`src/rtl/dco_code_recovery_if.sv`:
```
// Bus bundle for the DCO code recovery block: control/stimulus in, measurement out.
interface dco_code_recovery_if;
    logic       ena;
    logic       clear;
    logic       sig_in;
    logic [7:0] half_period;
    logic       meas_strobe;
    logic [7:0] code_out;
    logic       code_valid;
    logic       code_err;
    logic       locked;
    logic       lost;

    // Driver side (tile logic or bench).
    modport master (
        output ena,
        output clear,
        output sig_in,
        input  half_period,
        input  meas_strobe,
        input  code_out,
        input  code_valid,
        input  code_err,
        input  locked,
        input  lost
    );

    // Recovery block side.
    modport slave (
        input  ena,
        input  clear,
        input  sig_in,
        output half_period,
        output meas_strobe,
        output code_out,
        output code_valid,
        output code_err,
        output locked,
        output lost
    );
endinterface

```
`src/rtl/dco_code_recovery.sv`:
```
// Receive side of the DCO link: measures the half-period of an incoming DCO square
// wave in clk cycles, locks onto a stable interval and decodes it into the one-hot
// DCO control code.
module dco_code_recovery #(
    parameter int unsigned SYNC_STAGES = 2,
    parameter int unsigned LOCK_COUNT  = 4,
    parameter int unsigned TIMEOUT     = 200
) (
    input  logic                 clk,
    input  logic                 rst_n,
    dco_code_recovery_if.slave   bus
);

    localparam logic [7:0] TimeoutCnt = 8'(TIMEOUT);
    localparam logic [3:0] LockCnt    = 4'(LOCK_COUNT);

    typedef enum logic [1:0] {
        StIdle,
        StFirst,
        StTrack,
        StLocked
    } state_e;

    logic [SYNC_STAGES-1:0] sync_q;
    logic                   sig_prev_q;
    logic                   sig_edge;

    state_e     state_q, state_d;
    logic [7:0] cnt_q, cnt_d;
    logic [7:0] cnt_inc;
    logic [3:0] match_q, match_d;
    logic [3:0] match_inc;
    logic [7:0] half_period_q, half_period_d;
    logic       meas_strobe_q, meas_strobe_d;
    logic [7:0] code_out_q, code_out_d;
    logic       code_valid_q, code_valid_d;
    logic       code_err_q, code_err_d;
    logic       locked_q, locked_d;
    logic       lost_q, lost_d;
    logic       timeout_hit;
    logic [7:0] dec_code;
    logic       dec_hit;

    // Synchroniser and previous-sample flop; keeps running while ena=0 so edges
    // arriving in a hold window are absorbed rather than replayed later.
    always_ff @(posedge clk or negedge rst_n) begin
        if (!rst_n) begin
            sync_q     <= '0;
            sig_prev_q <= 1'b0;
        end else begin
            sync_q     <= {sync_q[SYNC_STAGES-2:0], bus.sig_in};
            sig_prev_q <= sync_q[SYNC_STAGES-1];
        end
    end

    // Either polarity of transition counts; masked while disabled.
    assign sig_edge = bus.ena & (sync_q[SYNC_STAGES-1] ^ sig_prev_q);

    // Saturating count; cnt+1 is also the interval that ends on this edge.
    assign cnt_inc     = (cnt_q == 8'hFF) ? cnt_q : cnt_q + 8'd1;
    // An edge on the cycle the count would hit the limit wins over the timeout.
    assign timeout_hit = (state_q != StIdle) && !sig_edge && (cnt_inc == TimeoutCnt);
    assign match_inc   = (cnt_inc == half_period_q) ? match_q + 4'd1 : 4'd1;

    // Interval-to-code table; 51 cycles is the valid all-zero code.
    always_comb begin
        dec_code = 8'h00;
        dec_hit  = 1'b1;
        case (cnt_inc)
            8'd11:   dec_code = 8'h80;
            8'd10:   dec_code = 8'h40;
            8'd9:    dec_code = 8'h20;
            8'd8:    dec_code = 8'h10;
            8'd7:    dec_code = 8'h08;
            8'd6:    dec_code = 8'h04;
            8'd5:    dec_code = 8'h02;
            8'd4:    dec_code = 8'h01;
            8'd51:   dec_code = 8'h00;
            default: dec_hit  = 1'b0;
        endcase
    end

    // Next-state and registered-output logic; everything holds unless ena=1.
    always_comb begin
        state_d       = state_q;
        cnt_d         = cnt_q;
        match_d       = match_q;
        half_period_d = half_period_q;
        meas_strobe_d = 1'b0;
        code_out_d    = code_out_q;
        code_valid_d  = code_valid_q;
        code_err_d    = code_err_q;
        locked_d      = locked_q;
        lost_d        = lost_q;

        if (bus.ena) begin
            cnt_d = sig_edge ? 8'd0 : cnt_inc;

            if (bus.clear) begin
                state_d      = StIdle;
                lost_d       = 1'b0;
                match_d      = 4'd0;
                locked_d     = 1'b0;
                code_valid_d = 1'b0;
                code_err_d   = 1'b0;
            end else if (timeout_hit) begin
                state_d      = StIdle;
                lost_d       = 1'b1;
                locked_d     = 1'b0;
                code_valid_d = 1'b0;
                code_err_d   = 1'b0;
            end else if (sig_edge) begin
                case (state_q)
                    StIdle: begin
                        // Arming edge: no interval exists yet.
                        state_d = StFirst;
                        lost_d  = 1'b0;
                    end
                    StFirst: begin
                        state_d       = StTrack;
                        half_period_d = cnt_inc;
                        meas_strobe_d = 1'b1;
                        match_d       = 4'd1;
                    end
                    StTrack: begin
                        half_period_d = cnt_inc;
                        meas_strobe_d = 1'b1;
                        match_d       = match_inc;
                        if (match_inc == LockCnt) begin
                            state_d      = StLocked;
                            locked_d     = 1'b1;
                            code_out_d   = dec_code;
                            code_valid_d = dec_hit;
                            code_err_d   = !dec_hit;
                        end
                    end
                    StLocked: begin
                        half_period_d = cnt_inc;
                        meas_strobe_d = 1'b1;
                        if (cnt_inc == half_period_q) begin
                            locked_d     = 1'b1;
                            code_out_d   = dec_code;
                            code_valid_d = dec_hit;
                            code_err_d   = !dec_hit;
                        end else begin
                            state_d      = StTrack;
                            match_d      = 4'd1;
                            locked_d     = 1'b0;
                            code_valid_d = 1'b0;
                            code_err_d   = 1'b0;
                        end
                    end
                    default: state_d = StIdle;
                endcase
            end
        end
    end

    // State and output registers.
    always_ff @(posedge clk or negedge rst_n) begin
        if (!rst_n) begin
            state_q       <= StIdle;
            cnt_q         <= 8'd0;
            match_q       <= 4'd0;
            half_period_q <= 8'd0;
            meas_strobe_q <= 1'b0;
            code_out_q    <= 8'd0;
            code_valid_q  <= 1'b0;
            code_err_q    <= 1'b0;
            locked_q      <= 1'b0;
            lost_q        <= 1'b0;
        end else begin
            state_q       <= state_d;
            cnt_q         <= cnt_d;
            match_q       <= match_d;
            half_period_q <= half_period_d;
            meas_strobe_q <= meas_strobe_d;
            code_out_q    <= code_out_d;
            code_valid_q  <= code_valid_d;
            code_err_q    <= code_err_d;
            locked_q      <= locked_d;
            lost_q        <= lost_d;
        end
    end

    assign bus.half_period = half_period_q;
    assign bus.meas_strobe = meas_strobe_q;
    assign bus.code_out    = code_out_q;
    assign bus.code_valid  = code_valid_q;
    assign bus.code_err    = code_err_q;
    assign bus.locked      = locked_q;
    assign bus.lost        = lost_q;

endmodule

```
`src/flat_wrapper.sv`:
```
// flat-port wrapper written by rule: the top's interface ports become plain ports
module dco_code_recovery_flat 
#(
    parameter int unsigned SYNC_STAGES = 2,
    parameter int unsigned LOCK_COUNT  = 4,
    parameter int unsigned TIMEOUT     = 200
)
  (clk, rst_n, bus_ena, bus_clear, bus_sig_in, bus_half_period, bus_meas_strobe, bus_code_out, bus_code_valid, bus_code_err, bus_locked, bus_lost);
  dco_code_recovery_if bus_i ();
  input  logic clk;
  input  logic rst_n;
  input wire logic [$bits(bus_i.ena)-1:0] bus_ena;
  input wire logic [$bits(bus_i.clear)-1:0] bus_clear;
  input wire logic [$bits(bus_i.sig_in)-1:0] bus_sig_in;
  output wire logic [$bits(bus_i.half_period)-1:0] bus_half_period;
  output wire logic [$bits(bus_i.meas_strobe)-1:0] bus_meas_strobe;
  output wire logic [$bits(bus_i.code_out)-1:0] bus_code_out;
  output wire logic [$bits(bus_i.code_valid)-1:0] bus_code_valid;
  output wire logic [$bits(bus_i.code_err)-1:0] bus_code_err;
  output wire logic [$bits(bus_i.locked)-1:0] bus_locked;
  output wire logic [$bits(bus_i.lost)-1:0] bus_lost;
  assign bus_i.ena = bus_ena;
  assign bus_i.clear = bus_clear;
  assign bus_i.sig_in = bus_sig_in;
  assign bus_half_period = bus_i.half_period;
  assign bus_meas_strobe = bus_i.meas_strobe;
  assign bus_code_out = bus_i.code_out;
  assign bus_code_valid = bus_i.code_valid;
  assign bus_code_err = bus_i.code_err;
  assign bus_locked = bus_i.locked;
  assign bus_lost = bus_i.lost;
  dco_code_recovery #(.SYNC_STAGES(SYNC_STAGES), .LOCK_COUNT(LOCK_COUNT), .TIMEOUT(TIMEOUT)) u_core (.clk(clk), .rst_n(rst_n), .bus(bus_i));
endmodule
```
`config.mk`:
```
export PLATFORM = sky130hd
export DESIGN_NAME = dco_code_recovery_flat
export DESIGN_NICKNAME = d
export VERILOG_FILES = /design/src/rtl/dco_code_recovery_if.sv /design/src/rtl/dco_code_recovery.sv /design/src/flat_wrapper.sv
export SDC_FILE = /design/constraint.sdc
export NUM_CORES = 1
export LEC_CHECK = 0
export BUFFER_PORTS_ARGS = -buffer_cell sky130_fd_sc_hd__buf_2
export CORE_MARGIN = 2
export CORE_UTILIZATION = 55
export DETAILED_ROUTE_END_ITERATION = 8
export HOLD_SLACK_MARGIN = 0.1
export PLACE_DENSITY = 0.77
export RECOVER_POWER = 50
export SLEW_MARGIN = 20
export SYNTH_ARGS = -nofsm -noshare
export SYNTH_HDL_FRONTEND = slang
export SYNTH_SLANG_ARGS = --single-unit
```
`constraint.sdc`:
```
create_clock -name clk -period 8.8 [get_ports clk]
set_input_delay 1.76 -clock clk [delete_from_list [all_inputs] [get_ports clk]]
set_output_delay 1.76 -clock clk [all_outputs]
set_load 0.05 [all_outputs]
```
---- After elaboration in Yosys (flattened, before gate mapping) ----
Cells that the tools add are included.
word-level totals
  bits in registers ....................... 38
  output and inout port bits .............. 21
  logic and storage cells ................. 106
cells by class
  $add $sub $neg .......................... 2
  equality and inequality tests ........... 22
  mux-type cells .......................... 46
  bitwise logic cells ..................... 4
  reduce and logical (&&, ||, !) cells .... 20
operators with widths
  kind                   count
  $pmux W8 S8            1
  $eq A8 B3 Y1 const B   4
  $eq A8 B4 Y1 const B   4
  $mux W8                4
  $mux W1                25
  $mux W4                5
  $eq A8 B8 Y1 const B   2
  $pmux W8 S2            1
  $pmux W4 S3            1
  $mux W2                5
  $reduce_and A5 Y1      2
  $reduce_or A9 Y1       1
  $add A8 B1 Y8 const B  1
  $eq A8 B6 Y1 const B   1
  $eq A8 B8 Y1           1
  $pmux W2 S4            1
  $reduce_and A4 Y1      2
  $reduce_bool A4 Y1     2
  $reduce_and A7 Y1      1
  $pmux W1 S2            3
  $reduce_bool A2 Y1     3
  $reduce_bool A3 Y1     2
  $add A4 B1 Y4 const B  1
  $eq A2 B2 Y1 const B   2
  other kinds (15)       19

---- Longest topological paths before layout ----
  depth after elaboration ................. 11
  mapped depth ............................ 10

---- Worst setup path after synthesis ----
Ideal clock, no wire load.
  kind .................................... input port to flip-flop
  from .................................... in bus_ena
  to ...................................... reg u_core.code_out_q[0] (netlist: u_core.bus.code_out[0])
  library setup time ...................... 0.125 ns
  data arrival time ....................... 3.428 ns
  data required time ...................... 8.675 ns
  setup slack ............................. 5.247 ns
  cell stages on the path ................. 7
  cells stage by stage .................... a211oi_1 o211ai_1 o41ai_1 nor2_1 and3_1 buf_6 mux2_4
on the way
  cells in the longest elaborated chain, start to end .. 6
ends and longest elaborated chain
  element                               line                      source
  from (decl)                           flat_wrapper.sv:12        input wire logic [$bits(bus_i.ena)-1:0] bus_ena;
  $and A1 B1 Y1                         dco_code_recovery.sv:57   assign sig_edge = bus.ena & (sync_q[SYNC_STAGES-1] ^ sig_prev_q);
  $logic_not A1 Y1                      dco_code_recovery.sv:62   assign timeout_hit = (state_q != StIdle) && !sig_edge && (cnt_inc == TimeoutCnt);
  $logic_and A1 B1 Y1 (2 in a row)      dco_code_recovery.sv:62
  $not A1 Y1 (no source line)           -
  $reduce_and A7 Y1 (no source line) *  -
  to (signal assigned)                  dco_code_recovery.sv:178  code_out_q <= code_out_d;
  to (decl)                             dco_code_recovery.sv:35   logic [7:0] code_out_q, code_out_d;
Mark *: on every way between the ends. The rest lies on a longest branch, timed or not.
A chain may end at the register's enable or synchronous reset.

---- Final worst setup path ----
  from .................................... in bus_ena
  to ...................................... reg u_core.code_out_q[6] (netlist: u_core.bus.code_out[6])
The elaborated chain is that of the path after synthesis.

==> summary.txt <==
Timing
  – Slew Limit Fails: 39
  – Worst-Margin Slew: between 2 and 2.5 ns
  – Min Tclk post-route: 4.132 ns
  – Final Hold Fails: 0
  – Hold_ws: approximately 0.35 ns
  – Tcrit/Tclk final: between 40% and 50%
  – Final number of setup-violating endpoints: 0
  – Headroom to the max-slew limit: -34.69%
  – Final TNS setup: 0 ns
  – Post-route setup slack: 4.668 ns
  – FMAX: approximately 240 MHz
  – RSZ-0062 raised after global routing: false
  – Setup Skew: between 0.007 and 0.008 ns

Critical path
  – Crit Path Class: in -> reg
  – CP Data Required Time: around 9 ns
  – FF-to-FF Start: u_core.cnt_q[0]
  – Cells along the critical path: clkbuf_1 > a211oi_1 > o211ai_1 > o41ai_1 > nor2_1 > and3_1 > mux2_4
  – R2r setup slk: 4.68 ns
  – Crit-path max cell delay: roughly 0.80 ns
  – Setup crit end kind: flip-flop
  – R2R depth: 8
  – Worst EP arrival: 4.31 ns
  – Crit path max fanout: 23
  – CP Launch Type: input pin
  – R2r endpoint: u_core.bus.code_out[6]
  – Crit-path slowest cell: o41ai_1

Die
  – Starting Density: roughly 56%
  – Core region area: ~4300 sq um
  – IO Pins: 26
  – Rows: 24
  – DIE AREA: 4958 sq um
  – Die X: roughly 70 um
  – Die height: 70.42 um

Min path
  – Worst Hold Endpoint: u_core.sync_q[1]
  – WHS Path Cells: 0
  – Hold Path Class: reg -> reg
  – Hold_sp: u_core.sync_q[0]

Run
  – Max_cap viols: 1

GRT
  – GRT Util Overall: 25.85%
  – Gr ovfl total: 0
  – Initial antenna violation count: 0
  – Vias in the first global route: between 1,500 and 2,000
  – Largest net degree at the start of global routing: 39
  – First-pass GRT wire length: just over 10,000 um

Outcome
  – Status: finished, violations left
  – Failing checks: max-capacitance violations, max-slew violations

Clocking
  – Max Root-Sink Buffers: 2
  – Post-cts resize count: 0
  – CTS Buf Count: 5
  – Postcts setup bufs: 0
  – CTS root buffer: clkbuf_8
  – TritonCTS clock tree: done
  – CTS Hold Bufs: 0
  – Clock Latency Late Sink: between 0.2 and 0.3 ns
  – Clock transition at path regs: 0.08 ns
  – H-Tree Depth: 2
  – TritonCTS Sinks: 38

Synthesis
  – Async SR Flop Fraction: 100.0%
  – Syn_area_per_cell: roughly 8.9 sq um
  – Area contributors post-synth: dfrtp_1, nand2_1, o21ai_0, mux2_4, a21oi_1
  – Share of the yosys chip area belonging to registers: between 30% and 40%
  – Post-synth EDFFs: 0
  – Main synth FF type: dfrtp_1
  – Netlist cell types: 60
  – Syn. warnings: 0
  – Mapped Area: about 2400 sq um
  – Yosys top cell by area: dfrtp_1
  – Number of synthesized register bits: 38
  – Synth top area share: between 30% and 40%
  – Syn nets: 281
  – Synth cell count leaders: dfrtp_1, nand2_1, o21ai_0
  – Syn Inst Count: between 200 and 300
  – Cell with the most instances after synthesis: dfrtp_1

Pwr
  – Clock Power Share: between 20% and 30%
  – Leakage power: about 0.0011 uW
  – Net switching power: between 150 and 200 uW
  – Net Sw Frac: 37.46%
  – Internal power: between 200 and 300 uW
  – Pwr dens: about 180 nW/um^2
  – Part of the power in registers: between 40% and 50%
  – Worst VDD drop: 0.1040 mV
  – Power, Total: approximately 460 uW
  – Comb pwr share: between 20% and 30%

Placement
  – DP Worst Slack: approximately 4.6 ns
  – IO buf count: 25
  – Cell Area, Placed: approximately 2500 sq um
  – GP Congestion: between 0.9 and 1
  – DP Wirelength: 4099 um

Finish
  – Area added between synthesis and finish: 7.427%
  – Post-route cell area: around 2600 sq um
  – Final nets: 297
  – Ant. Diodes: 0
  – Ratio of cells with drive above 1 in the final layout: between 15 and 20%

Drt
  – Vias: about 2,100
  – Total wire length: roughly 5800 um
  – First-pass detailed-route iteration total: 5
  – DRT iter0 DRCs: approximately 260
  – Remaining routing DRC violations: 0
  – Number of nets with antenna violations after routing: 0
  – Via-to-Cell Ratio: between 6 and 7
  – WL/cell: 16.89 um
critical path, delay by kind of cell:
kind | cells | cell delay (ns)
buffers and inverters | 1 | 0.37
and+or+nand+nor | 2 | 0.53
muxes | 1 | 0.37
AOI/OAI and AO/OA | 3 | 1.28
cell type report:
class	instances	area [sq um]
multi-input combinational	207	1333
timing repair buffer	25	122.6
fill	385	1688
inverter	13	48.80
clock inverter	2	13.76
tap	52	65.06
clock buffer	6	72.57
sequential	38	950.9
cells in the final DEF, fill, tap and decap left out, types with 2 or more instances in the layout:
master	synthesis	layout
nor4_1	3	3
ha_1	2	2
buf_2	6	23
inv_1	13	13
o21ai_0	25	25
or4_1	2	2
clkbuf_8	0	5
a22o_1	2	2
a31oi_1	6	6
o2bb2ai_1	2	2
nor3b_1	3	3
mux2_4	8	8
nand3_1	9	9
a21o_1	2	2
nor2_1	14	14
nand4b_1	2	2
nand2b_1	2	2
o22ai_1	6	6
a21oi_1	17	17
and3_1	3	3
and2_1	4	4
or3_1	3	3
clkbuf_1	6	3
a2bb2oi_1	2	2
nand4_1	3	3
nor2b_1	6	6
xnor2_1	8	8
xor2_1	3	3
nor3_1	7	7
dfrtp_1	38	38
o2111ai_1	2	2
nand2_1	34	34
metal layers:
| layer | wire, um | up-vias | GRT usage, % |
|---|---|---|---|
| met1 | 2696 | 1032 | 38.43 |
| met5 | 0 | - | 0 |
| met2 | 2709 | 71 | 38.26 |
| li1 | - | 1038 | - |
| met3 | 293 | 8 | 4.618 |
| met4 | 93 | 0 | 8.120 |
metrics by stage:
| step | cells | util, % |
|---|---|---|
| 2_1_floorplan | 274 | - |
| 3_3_place_gp | 335 | 58.74 |
| 3_5_place_dp | 335 | 58.74 |
| 4_1_cts | 343 | 60.75 |
| 5_1_grt | 343 | 60.69 |
| 6_report | 343 | 60.69 |
worst max-delay path by stage:
| stage | from | to | cells after the start |
|---|---|---|---|
| floorplan | bus_ena | u_core.bus.code_out[0] | 7 |
| global placement | bus_ena | u_core.bus.code_out[7] | 7 |
| detailed placement | bus_ena | u_core.bus.code_out[3] | 7 |
| CTS | u_core.cnt_q[0] | u_core.bus.code_out[3] | 8 |
| global route | u_core.cnt_q[0] | u_core.bus.code_out[6] | 8 |
| finish | bus_ena | u_core.bus.code_out[6] | 7 |
kinds of logic after synthesis:
family,after synthesis,share of synthesized area (%)
buf+inv,29,5.879
xor+xnor,11,3.971
mux,9,5.415
fa+ha+maj,2,1.031
flops,38,39.20
compound gates,82,21.82
simple gates,103,22.69
state kept, by name, summed over array words and instances, names as in the netlist, 2 cells and up:
| name | flops |
|---|---|
| u_core.bus.code_out | 8 |
| u_core.bus.half_period | 8 |
| u_core.cnt_q | 8 |
| u_core.match_q | 4 |
| u_core.state_q | 2 |
| u_core.sync_q | 2 |
power groups by stage:
stage               Combinational (uW)  Sequential [uW]  Clock (uW)
floorplan                         82.8              226           0
global placement                   127              212           0
detailed placement                 130              211           0
CTS                                131              208         121
global route                       144              212         131
finish                             130              209         119
No activity file was read; power rests on OpenSTA's default activity.
